## src/rtl/prog_loader_pkg.sv

```systemverilog
// ---------------------------------------------------------------------------
// prog_pkg
// Shared definitions for the program-memory loader:
//   - FSM state encoding (LOAD / RUN)
//   - default instruction width and memory depth
//   - effective program length helper (0 or oversize length selects DEPTH)
// ---------------------------------------------------------------------------
package prog_pkg;

    localparam logic ST_LOAD = 1'b0;
    localparam logic ST_RUN  = 1'b1;

    localparam int DEF_INSTR_WIDTH = 5;
    localparam int DEF_DEPTH       = 16;

    // A requested length of 0, or one larger than the memory, means
    // "fill the whole memory".
    function automatic int eff_len_f(input int len, input int depth);
        return ((len == 0) || (len > depth)) ? depth : len;
    endfunction

endpackage

```

## src/rtl/prog_loader_strobe_sync.sv

```systemverilog
// ---------------------------------------------------------------------------
// strobe_sync
// Synchronises the asynchronous pin-level write strobe into the clk domain
// and produces a single-cycle pulse on each rising edge.
// Ports:
//   i_clk       system clock
//   i_clear     asynchronous active-high reset
//   i_strobe    asynchronous strobe input
//   o_wr_pulse  one-cycle pulse, SYNC_STAGES cycles after the strobe rises
// ---------------------------------------------------------------------------
module strobe_sync #(
    parameter int SYNC_STAGES = 2
) (
    input  logic i_clk,
    input  logic i_clear,
    input  logic i_strobe,
    output logic o_wr_pulse
);

    logic [SYNC_STAGES-1:0] r_sync;
    logic                   r_prev;

    always_ff @(posedge i_clk or posedge i_clear) begin
        if (i_clear) begin
            r_sync <= '0;
            r_prev <= 1'b0;
        end else begin
            r_sync <= {r_sync[SYNC_STAGES-2:0], i_strobe};
            r_prev <= r_sync[SYNC_STAGES-1];
        end
    end

    // A strobe held high produces only one pulse.
    assign o_wr_pulse = r_sync[SYNC_STAGES-1] & ~r_prev;

endmodule

```

## src/rtl/prog_loader.sv

```systemverilog
// ---------------------------------------------------------------------------
// prog_loader
// Loads a program into a small instruction memory, one word per external
// strobe, from address 0 upwards. The core is held in reset (master_clear=0)
// until the programmed length has been written, then released. A read port
// serves the core's fetch unit; addresses beyond the loaded length read as
// NOP_WORD.
//
// State table:
//   state | meaning
//   LOAD  | accepting words, core held in reset
//   RUN   | program complete, core released; strobes flag overflow
//
// Ports:
//   clk           system clock
//   clear         asynchronous active-high reset
//   wr_strobe     asynchronous load strobe (one word per rising edge)
//   instr_in      instruction word to store
//   load_start    one-cycle pulse: restart loading at address 0
//   load_len      program length sampled on load_start (0/oversize = DEPTH)
//   rd_addr       fetch address
//   rd_data       fetched instruction
//   master_clear  0 = core held in reset, 1 = core released
//   loading       high while in LOAD
//   word_count    words written in the current session
//   overflow      sticky flag: strobe received while in RUN
// ---------------------------------------------------------------------------
module prog_loader
    import prog_pkg::*;
#(
    parameter int                     INSTR_WIDTH = DEF_INSTR_WIDTH,
    parameter int                     DEPTH       = DEF_DEPTH,
    parameter int                     ADDR_WIDTH  = $clog2(DEPTH),
    parameter int                     SYNC_STAGES = 2,
    parameter logic [INSTR_WIDTH-1:0] NOP_WORD    = '0,
    parameter bit                     REG_READ    = 1'b0
) (
    input  logic                   clk,
    input  logic                   clear,
    input  logic                   wr_strobe,
    input  logic [INSTR_WIDTH-1:0] instr_in,
    input  logic                   load_start,
    input  logic [ADDR_WIDTH:0]    load_len,
    input  logic [ADDR_WIDTH-1:0]  rd_addr,
    output logic [INSTR_WIDTH-1:0] rd_data,
    output logic                   master_clear,
    output logic                   loading,
    output logic [ADDR_WIDTH:0]    word_count,
    output logic                   overflow
);

    localparam int CW = ADDR_WIDTH + 1;

    logic                   r_state;
    logic [CW-1:0]          r_word_count;
    logic [CW-1:0]          r_eff_len;
    logic [CW-1:0]          r_loaded_len;
    logic                   r_master_clear;
    logic                   r_loading;
    logic                   r_overflow;
    logic [INSTR_WIDTH-1:0] r_mem [DEPTH];

    logic                   w_wr_pulse;
    logic                   w_we;
    logic                   w_last;
    logic                   w_rd_hit;
    logic [INSTR_WIDTH-1:0] w_rd_comb;

    strobe_sync #(
        .SYNC_STAGES (SYNC_STAGES)
    ) u_strobe_sync (
        .i_clk      (clk),
        .i_clear    (clear),
        .i_strobe   (wr_strobe),
        .o_wr_pulse (w_wr_pulse)
    );

    // load_start takes priority: a coincident strobe is dropped.
    assign w_we   = w_wr_pulse & ~load_start & (r_state == ST_LOAD);
    assign w_last = (r_word_count == r_eff_len - CW'(1));

    always_ff @(posedge clk or posedge clear) begin
        if (clear) begin
            r_state        <= ST_LOAD;
            r_word_count   <= '0;
            r_eff_len      <= CW'(DEPTH);
            r_loaded_len   <= '0;
            r_master_clear <= 1'b0;
            r_loading      <= 1'b1;
            r_overflow     <= 1'b0;
        end else if (load_start) begin
            r_state        <= ST_LOAD;
            r_word_count   <= '0;
            r_eff_len      <= CW'(eff_len_f(int'(load_len), DEPTH));
            r_loaded_len   <= '0;
            r_master_clear <= 1'b0;
            r_loading      <= 1'b1;
            r_overflow     <= 1'b0;
        end else if (w_wr_pulse) begin
            if (r_state == ST_LOAD) begin
                r_word_count <= r_word_count + CW'(1);
                r_loaded_len <= r_word_count + CW'(1);
                if (w_last) begin
                    r_state        <= ST_RUN;
                    r_master_clear <= 1'b1;
                    r_loading      <= 1'b0;
                end
            end else begin
                r_overflow <= 1'b1;
            end
        end
    end

    // The array is deliberately not reset; stale words are hidden by
    // r_loaded_len instead.
    always_ff @(posedge clk) begin
        if (w_we) begin
            r_mem[r_word_count[ADDR_WIDTH-1:0]] <= instr_in;
        end
    end

    assign w_rd_hit  = ({1'b0, rd_addr} < r_loaded_len);
    assign w_rd_comb = w_rd_hit ? r_mem[rd_addr] : NOP_WORD;

    generate
        if (REG_READ) begin : g_reg_read
            logic [INSTR_WIDTH-1:0] r_rd_data;
            always_ff @(posedge clk or posedge clear) begin
                if (clear) begin
                    r_rd_data <= NOP_WORD;
                end else begin
                    r_rd_data <= w_rd_comb;
                end
            end
            assign rd_data = r_rd_data;
        end else begin : g_comb_read
            assign rd_data = w_rd_comb;
        end
    endgenerate

    assign master_clear = r_master_clear;
    assign loading      = r_loading;
    assign word_count   = r_word_count;
    assign overflow     = r_overflow;

endmodule

```

## config.mk

```make
export PLATFORM = sky130hd
export DESIGN_NAME = prog_loader
export DESIGN_NICKNAME = d
export VERILOG_FILES = /design/src/rtl/prog_loader_pkg.sv /design/src/rtl/prog_loader_strobe_sync.sv /design/src/rtl/prog_loader.sv
export SDC_FILE = /design/constraint.sdc
export NUM_CORES = 1
export LEC_CHECK = 0
export ABC_AREA = 1
export CORE_MARGIN = 2
export CORE_UTILIZATION = 35
export CTS_BUF_LIST = sky130_fd_sc_hd__clkbuf_4 sky130_fd_sc_hd__clkbuf_8 sky130_fd_sc_hd__clkbuf_16
export CTS_CLUSTER_SIZE = 16
export DETAILED_ROUTE_END_ITERATION = 12
export GPL_TIMING_DRIVEN = 0
export PLACE_DENSITY = 0.49
export SYNTH_ARGS = -nofsm -noshare
export SYNTH_HDL_FRONTEND = slang
export SYNTH_SLANG_ARGS = --single-unit
```

## constraint.sdc

```tcl
create_clock -name clk -period 2 [get_ports clk]
set_input_delay 0.4 -clock clk [delete_from_list [all_inputs] [get_ports clk]]
set_output_delay 0.4 -clock clk [all_outputs]
set_load 0.02 [all_outputs]
```

==> results.cfg, run 1 <==
[timing]
rsz0062_at_grt = yes
whs_ps = 348.4
max_freq_ghz = 0.4511
skew_ps = 4.734
fin_crit_ps = 2217
final-max-slew-violation-count = 0
period_share_pct = 110.8
setup_slack_ps = -216.7
setup_viol = 5
final-hold-violation-count = 0
tightestPinTransition_ps = 697.6
maxSlewHeadroom_pct = 53.34

[detailed_routing]
drtIter0Drc = 173
drc_errors = 0
detail_route.wl_per_cell_um = 15.95
routed_wirelength_mm = 10.26
dr.pass1.iters = 4
route.vias.total = 3039
via_per_inst = 4.726
final_antenna_net_count = 0

[grt]
grt_pass1_vias = 2988
grt.total_usage_pct = 16.50
overflow = 0
grt_max_degree = 18
antenna_found_initial = 0
grt_pass1_wl_mm = 15.99

[logic_synthesis]
yosysMostFrequentCell = nand2_1
syn_nets = 449
syn_inst = 422
synthTopCellsByCount = 135 x nand2_1, 80 x edfxtp_1, 67 x nand3_1, 30 x nor2_1, 25 x inv_1
async_flop_share_pct = 17.53
ys_types = 27
avgSynthCellArea_um2 = 10.37
ys.flop_type = edfxtp_1
synth_edf_count = 80
yosysTopAreaCell = edfxtp_1
synth.top_cell.area_share_pct = 54.89
synth_seq_cells = 97
yosys_warnings = 0
ys_top_cells_by_area = edfxtp_1 55%, nand2_1 12%, dfrtp_1 8.6%, nand3_1 7.7%, ha_1 2.6%
netlist_area_um2 = 4377
ys_seq_area_share_pct = 64.67

[setup_path]
cp-start-kind = flop
arrival_ps = 1820
crit_type = reg2out
worstPathMaxFanout = 4
reg2reg_depth = 7
critPathRequiredTime_ps = 1600
r2r_start = u_strobe_sync.r_prev$_DFF_PP0_
cp-end-kind = primary output
reg2reg_to = r_mem[5][2]$_DFFE_PP_
rrSetupSlack_ps = 80

[die]
initial_core_util_pct = 36.14
num_rows = 40
core-area_um2 = 12110
die_y_um = 115.8
top_level_ports = 31
dieArea_um2 = 13420
die_w_um = 115.8

[clock_tree]
clk_latency_ps = 340
clockRootBuffer = clkbuf_16
cts_buffers = 9
clk_pin_slew_ps = 60
cts_buffer_depth = 2
cts_tree = yes
ctsHtreeMaxLevel = 3
clkSinkCount = 97

[power]
power_frac_seq_pct = 50.2
power.leakage_nw = 2.084
comb_power_share_pct = 9.4
switching_power_mw = 0.9804
power_density_nw_per_um2 = 826.5
pwr-share-clk_pct = 40.4
p_int_mw = 3.447
sw_frac_of_total_pct = 22.15
peakVddDrop_v = 0.0005112

[min_path]
holdPathStages = 0
hold_path.class = reg2reg
min_to = u_strobe_sync.r_sync[1]$_DFF_PP0_
hp-start = u_strobe_sync.r_sync[0]$_DFF_PP0_

[placed_design]
dp_slack_ps = -1030
post-dp-hpwl_mm = 7.207
port_buffers = 29
place_congestion = 0.8351

[run_status]
violations = negative setup slack
status = complete, but fails checks

[layout]
synthToLayoutAreaGrowth_pct = 22.38
finalNetCount = 498
drive_above_1_share_pct = 18.95
antenna_cells = 0

[run]
drv_cap = 0
[per-layer routing]
layer / GRT usage, % / up-vias / share of wire, %
met4: 5.079 / 0 / 1.9
met5: 0 / - / 0
met3: 4.236 / 17 / 4.7
li1: - / 1524 / -
met2: 28.42 / 66 / 50
met1: 20.46 / 1432 / 43
[how the worst max path moves through the flow]
| stage | startpoint | cells after the start | end |
|---|---|---|---|
| 6_report | r_loaded_len[3]$_DFFE_PP0P_ | 9 | rd_data[3] |
| 5_1_grt | r_loaded_len[2]$_DFFE_PP0P_ | 9 | rd_data[3] |
| 4_1_cts | r_loaded_len[2]$_DFFE_PP0P_ | 10 | rd_data[1] |
| 3_5_place_dp | rd_addr[3] | 10 | rd_data[1] |
| 3_3_place_gp | rd_addr[3] | 10 | rd_data[0] |
| 2_1_floorplan | r_loaded_len[3]$_DFFE_PP0P_ | 9 | rd_data[0] |
[through the flow]
| stage | power (mW) | setup TNS (ps) | utilization (%) | std cells | instance area, um^2 |
|---|---|---|---|---|---|
| floorplan | 2.501 | 0 | - | 422 | 4388 |
| global placement | 2.659 | -16840 | 40.36 | 619 | 4888 |
| detailed placement | 2.661 | -16680 | 40.36 | 619 | 4888 |
| CTS | 4.457 | -964.9 | 43.57 | 640 | 5278 |
| global route | 4.581 | -1504 | 44.23 | 643 | 5356 |
| finish | 4.427 | -913.7 | 44.23 | 643 | 5356 |
[cell families after synthesis]
group           count (synthesis)  share of synthesized area [%]
compound gates                 21                          2.544
buf+inv                        48                          5.489
flops                          97                          64.67
fa+ha+maj                       9                          2.573
simple gates                  245                          24.33
xor+xnor                        2                         0.4003
[power groups by stage]
stage	registers (mW)	clock network, mW	logic [mW]
2_1_floorplan	2.27	0	0.234
3_3_place_gp	2.27	0	0.392
3_5_place_dp	2.27	0	0.395
4_1_cts	2.22	1.83	0.408
5_1_grt	2.23	1.89	0.464
6_report	2.22	1.79	0.414
[registers in the layout, summed over array words and instances, names as in the netlist]
| signal | count |
|---|---|
| r_mem | 80 |
| loading | 1 |
| r_loaded_len | 5 |
| u_strobe_sync.r_sync | 2 |
| r_eff_len | 5 |
| u_strobe_sync.r_prev | 1 |
| overflow | 1 |
| r_state | 1 |
| master_clear | 1 |
[layout by cell type, fill, tap and decap left out, drive strengths merged]
| cell type | n |
|---|---|
| nand2 | 135 |
| edfxtp | 80 |
| nand3 | 67 |
| nor2 | 35 |
| inv | 33 |
| buf | 29 |
| clkdlybuf4s50 | 21 |
| dfrtp | 15 |
| a21oi | 10 |
| clkbuf | 9 |
| o21ai | 9 |
| ha | 9 |
| nor3 | 5 |
| clkinv | 4 |
| nand4 | 2 |
| o22ai | 2 |
| bufinv | 2 |
| dlygate4sd2 | 2 |
| dfstp | 2 |
| or4 | 1 |
| xnor2 | 1 |
| xor2 | 1 |
| clkdlybuf4s15 | 1 |
[repair_timing]
item / CTS / global route
resized for setup: 49 / 17
setup buffers: 6 / 3
hold endpoints to repair: 0 / 0
hold buffers: 0 / 0
endpoints found under the setup margin: 15 / 35
gates cloned: 0 / 0
pin swaps: 6 / 7
[critical path, stage by stage (launching register included)]
cell,delay [ps]
dfrtp_2,410
inv_2,80
ha_1,220
inv_1,70
nor2_2,40
nand4_1,100
nand3_2,130
buf_4,170
a21oi_4,120
buf_6,130
[final cells by class]
cell class	count	area (um^2)
multi-input combinational	277	1389
tap	168	210.2
fill	1187	6755
timing repair buffer	38	359.1
sequential	97	2834
clock inverter	6	82.58
buffer	15	125.1
inverter	33	131.4
clock buffer	9	225.2
No activity file was read; power rests on OpenSTA's default activity.
==> run 2: changes to the inputs <==
--- a/config.mk
+++ b/config.mk
@@ -9,7 +9,7 @@
 export CORE_MARGIN = 2
 export CORE_UTILIZATION = 35
 export CTS_BUF_LIST = sky130_fd_sc_hd__clkbuf_4 sky130_fd_sc_hd__clkbuf_8 sky130_fd_sc_hd__clkbuf_16
-export CTS_CLUSTER_SIZE = 16
+export CTS_CLUSTER_SIZE = 30
 export DETAILED_ROUTE_END_ITERATION = 12
 export GPL_TIMING_DRIVEN = 0
 export PLACE_DENSITY = 0.49
==> constraint.sdc (replaced) <==
create_clock -name clk -period 2.66 [get_ports clk]
set_input_delay 0.532 -clock clk [delete_from_list [all_inputs] [get_ports clk]]
set_output_delay 0.532 -clock clk [all_outputs]
set_load 0.02 [all_outputs]
==> results.cfg, run 2 (synthesis results as in run 1) <==
[die]
core-area_um2 = 12110
die_y_um = 115.8
die_w_um = 115.8
num_rows = 40
initial_core_util_pct = 36.14
top_level_ports = 31
dieArea_um2 = 13420

[setup_path]
r2r_start = u_strobe_sync.r_prev$_DFF_PP0_
reg2reg_to = r_mem[12][3]$_DFFE_PP_
critPathRequiredTime_ps = 2130
cp-start-kind = flop
crit_type = reg2out
crit_end = rd_data[4]
rrSetupSlack_ps = 740
cp-end-kind = primary output
reg2reg_depth = 7
worstPathMaxFanout = 6
cp-startpoint = r_loaded_len[2]$_DFFE_PP0P_
arrival_ps = 1970

[clock_tree]
clk_pin_slew_ps = 60
clockRootBuffer = clkbuf_16
ctsHoldBuffers = 0
cts_buffer_depth = 2
ctsHtreeMaxLevel = 3
cts_tree = yes
clkSinkCount = 97
clk_latency_ps = 350
cts_buffers = 9

[grt]
grt_max_degree = 18
grt_pass1_vias = 2963
antenna_found_initial = 0
overflow = 0
grt.total_usage_pct = 16.76
grt_pass1_wl_mm = 16.28

[detailed_routing]
final_antenna_net_count = 0
via_per_inst = 4.761
wl_met1_mm = 4.660
routed-wl-met2_mm = 5.157
drtIter0Drc = 139
route.vias.total = 3042
top_layer = met4
detail_route.wl_per_cell_um = 16.27
drc_errors = 0
wl_met3_um = 428
dr.pass1.iters = 5
routed_wirelength_mm = 10.40

[timing]
fin_crit_ps = 2503
tightestPinTransition_ps = 699.0
final-max-slew-violation-count = 0
rsz0062_at_grt = no
setup-tns-final_ps = 0
max_freq_ghz = 0.3996
setup_viol = 0
skew_ps = 8.851
maxSlewHeadroom_pct = 53.26
final-hold-violation-count = 0
period_share_pct = 94.08

[power]
power.leakage_nw = 2.034
peakVddDrop_v = 0.0003280
power_density_nw_per_um2 = 621.2

[min_path]
hold_path.class = reg2reg

[layout]
antenna_cells = 0
nFillCells = 1206
drive_above_1_share_pct = 13.59
stdcell_area_um2 = 5195
mostFrequentLayoutCells = 135 x nand2_1, 80 x edfxtp_1, 66 x nand3_1
final_util_pct = 42.89
instances_no_fill = 639
largest_reg_flops = 80
layout_commonest_cell = nand2_1
synthToLayoutAreaGrowth_pct = 18.70
finalNetCount = 494

[placed_design]
dpl_cell_area_um2 = 4877
place_congestion = 0.8001
dp_cells = 619
post-dp-hpwl_mm = 7.355
port_buffers = 29

[run_status]
status = completed

[run]
drv_cap = 0
## run 2: power breakdown
part	internal, mW	total [mW]	switching [mW]
Clock	0.719	1.26	0.544
Combinational	0.103	0.292	0.189
Sequential	1.66	1.67	0.0105
Total	2.48	3.23	0.744
## run 2: cell type report
type / instances / area [um^2] / share of cell area [%]
flip-flops and latches: 97 / 2834 / 54.55
multi-input cells: 277 / 1314 / 25.29
repair buffers: 34 / 304.0 / 5.853
clock buffers: 9 / 225.2 / 4.335
well taps: 168 / 210.2 / 4.046
inverters: 33 / 131.4 / 2.529
plain buffers: 15 / 117.6 / 2.264
clock inverters: 6 / 58.81 / 1.132
## run 2: metal layers
layer	vias to the layer above	track usage [%]
li1	1506	-
met1	1463	21.41
met2	61	29.01
met3	12	3.347
met4	0	4.841
met5	-	0
## run 2: through the flow
| stage | worst slack [ps] | hold slack [ps] | total power [mW] |
|---|---|---|---|
| 2_1_floorplan | 399.4 | 331.2 | 1.878 |
| 4_1_cts | 7.529 | 352.7 | 3.256 |
| 3_5_place_dp | -670.6 | 337.9 | 2.004 |
| 6_report | 157.4 | 349.5 | 3.227 |
| 3_3_place_gp | -627.1 | 334.8 | 2.000 |
| 5_1_grt | 0.1210 | 366.4 | 3.340 |
## run 2: timing repair
item	CTS	global route
buffers inserted	2	3
resized for setup	29	9
setup endpoints to repair	5	5
pin swaps	1	3
## run 2: worst max-delay path, stage by stage, from the launching register on
cell and delay [ps]:
dfrtp_2 440, inv_4 60, ha_1 290, nand2_1 60, inv_1 30, o21ai_1 140, nand3_2 150, inv_2 100
nand2_1 50, nor2_1 120, buf_4 160
## run 2: worst min-delay path by stage
stage	start	to	slack (ps)	depth (start not counted)
finish	u_strobe_sync.r_sync[0]$_DFF_PP0_	u_strobe_sync.r_sync[1]$_DFF_PP0_	350	0
CTS	u_strobe_sync.r_sync[0]$_DFF_PP0_	u_strobe_sync.r_sync[1]$_DFF_PP0_	350	0
detailed placement	u_strobe_sync.r_sync[0]$_DFF_PP0_	u_strobe_sync.r_sync[1]$_DFF_PP0_	340	0
global route	u_strobe_sync.r_sync[0]$_DFF_PP0_	u_strobe_sync.r_sync[1]$_DFF_PP0_	370	0
floorplan	u_strobe_sync.r_sync[0]$_DFF_PP0_	u_strobe_sync.r_sync[1]$_DFF_PP0_	330	0
global placement	u_strobe_sync.r_sync[0]$_DFF_PP0_	u_strobe_sync.r_sync[1]$_DFF_PP0_	330	0
==> run 3: changes to the inputs <==
--- a/config.mk
+++ b/config.mk
@@ -6,12 +6,14 @@
 export NUM_CORES = 1
 export LEC_CHECK = 0
 export ABC_AREA = 1
+export ABC_CLOCK_PERIOD_IN_PS = 2660
 export CORE_MARGIN = 2
 export CORE_UTILIZATION = 35
 export CTS_BUF_LIST = sky130_fd_sc_hd__clkbuf_4 sky130_fd_sc_hd__clkbuf_8 sky130_fd_sc_hd__clkbuf_16
 export CTS_CLUSTER_SIZE = 30
 export DETAILED_ROUTE_END_ITERATION = 12
 export GPL_TIMING_DRIVEN = 0
+export HOLD_SLACK_MARGIN = 0.1
 export PLACE_DENSITY = 0.49
 export SYNTH_ARGS = -nofsm -noshare
 export SYNTH_HDL_FRONTEND = slang
==> results of run 3 <==
Final layout, timing and power as in run 2 (identical DEF).
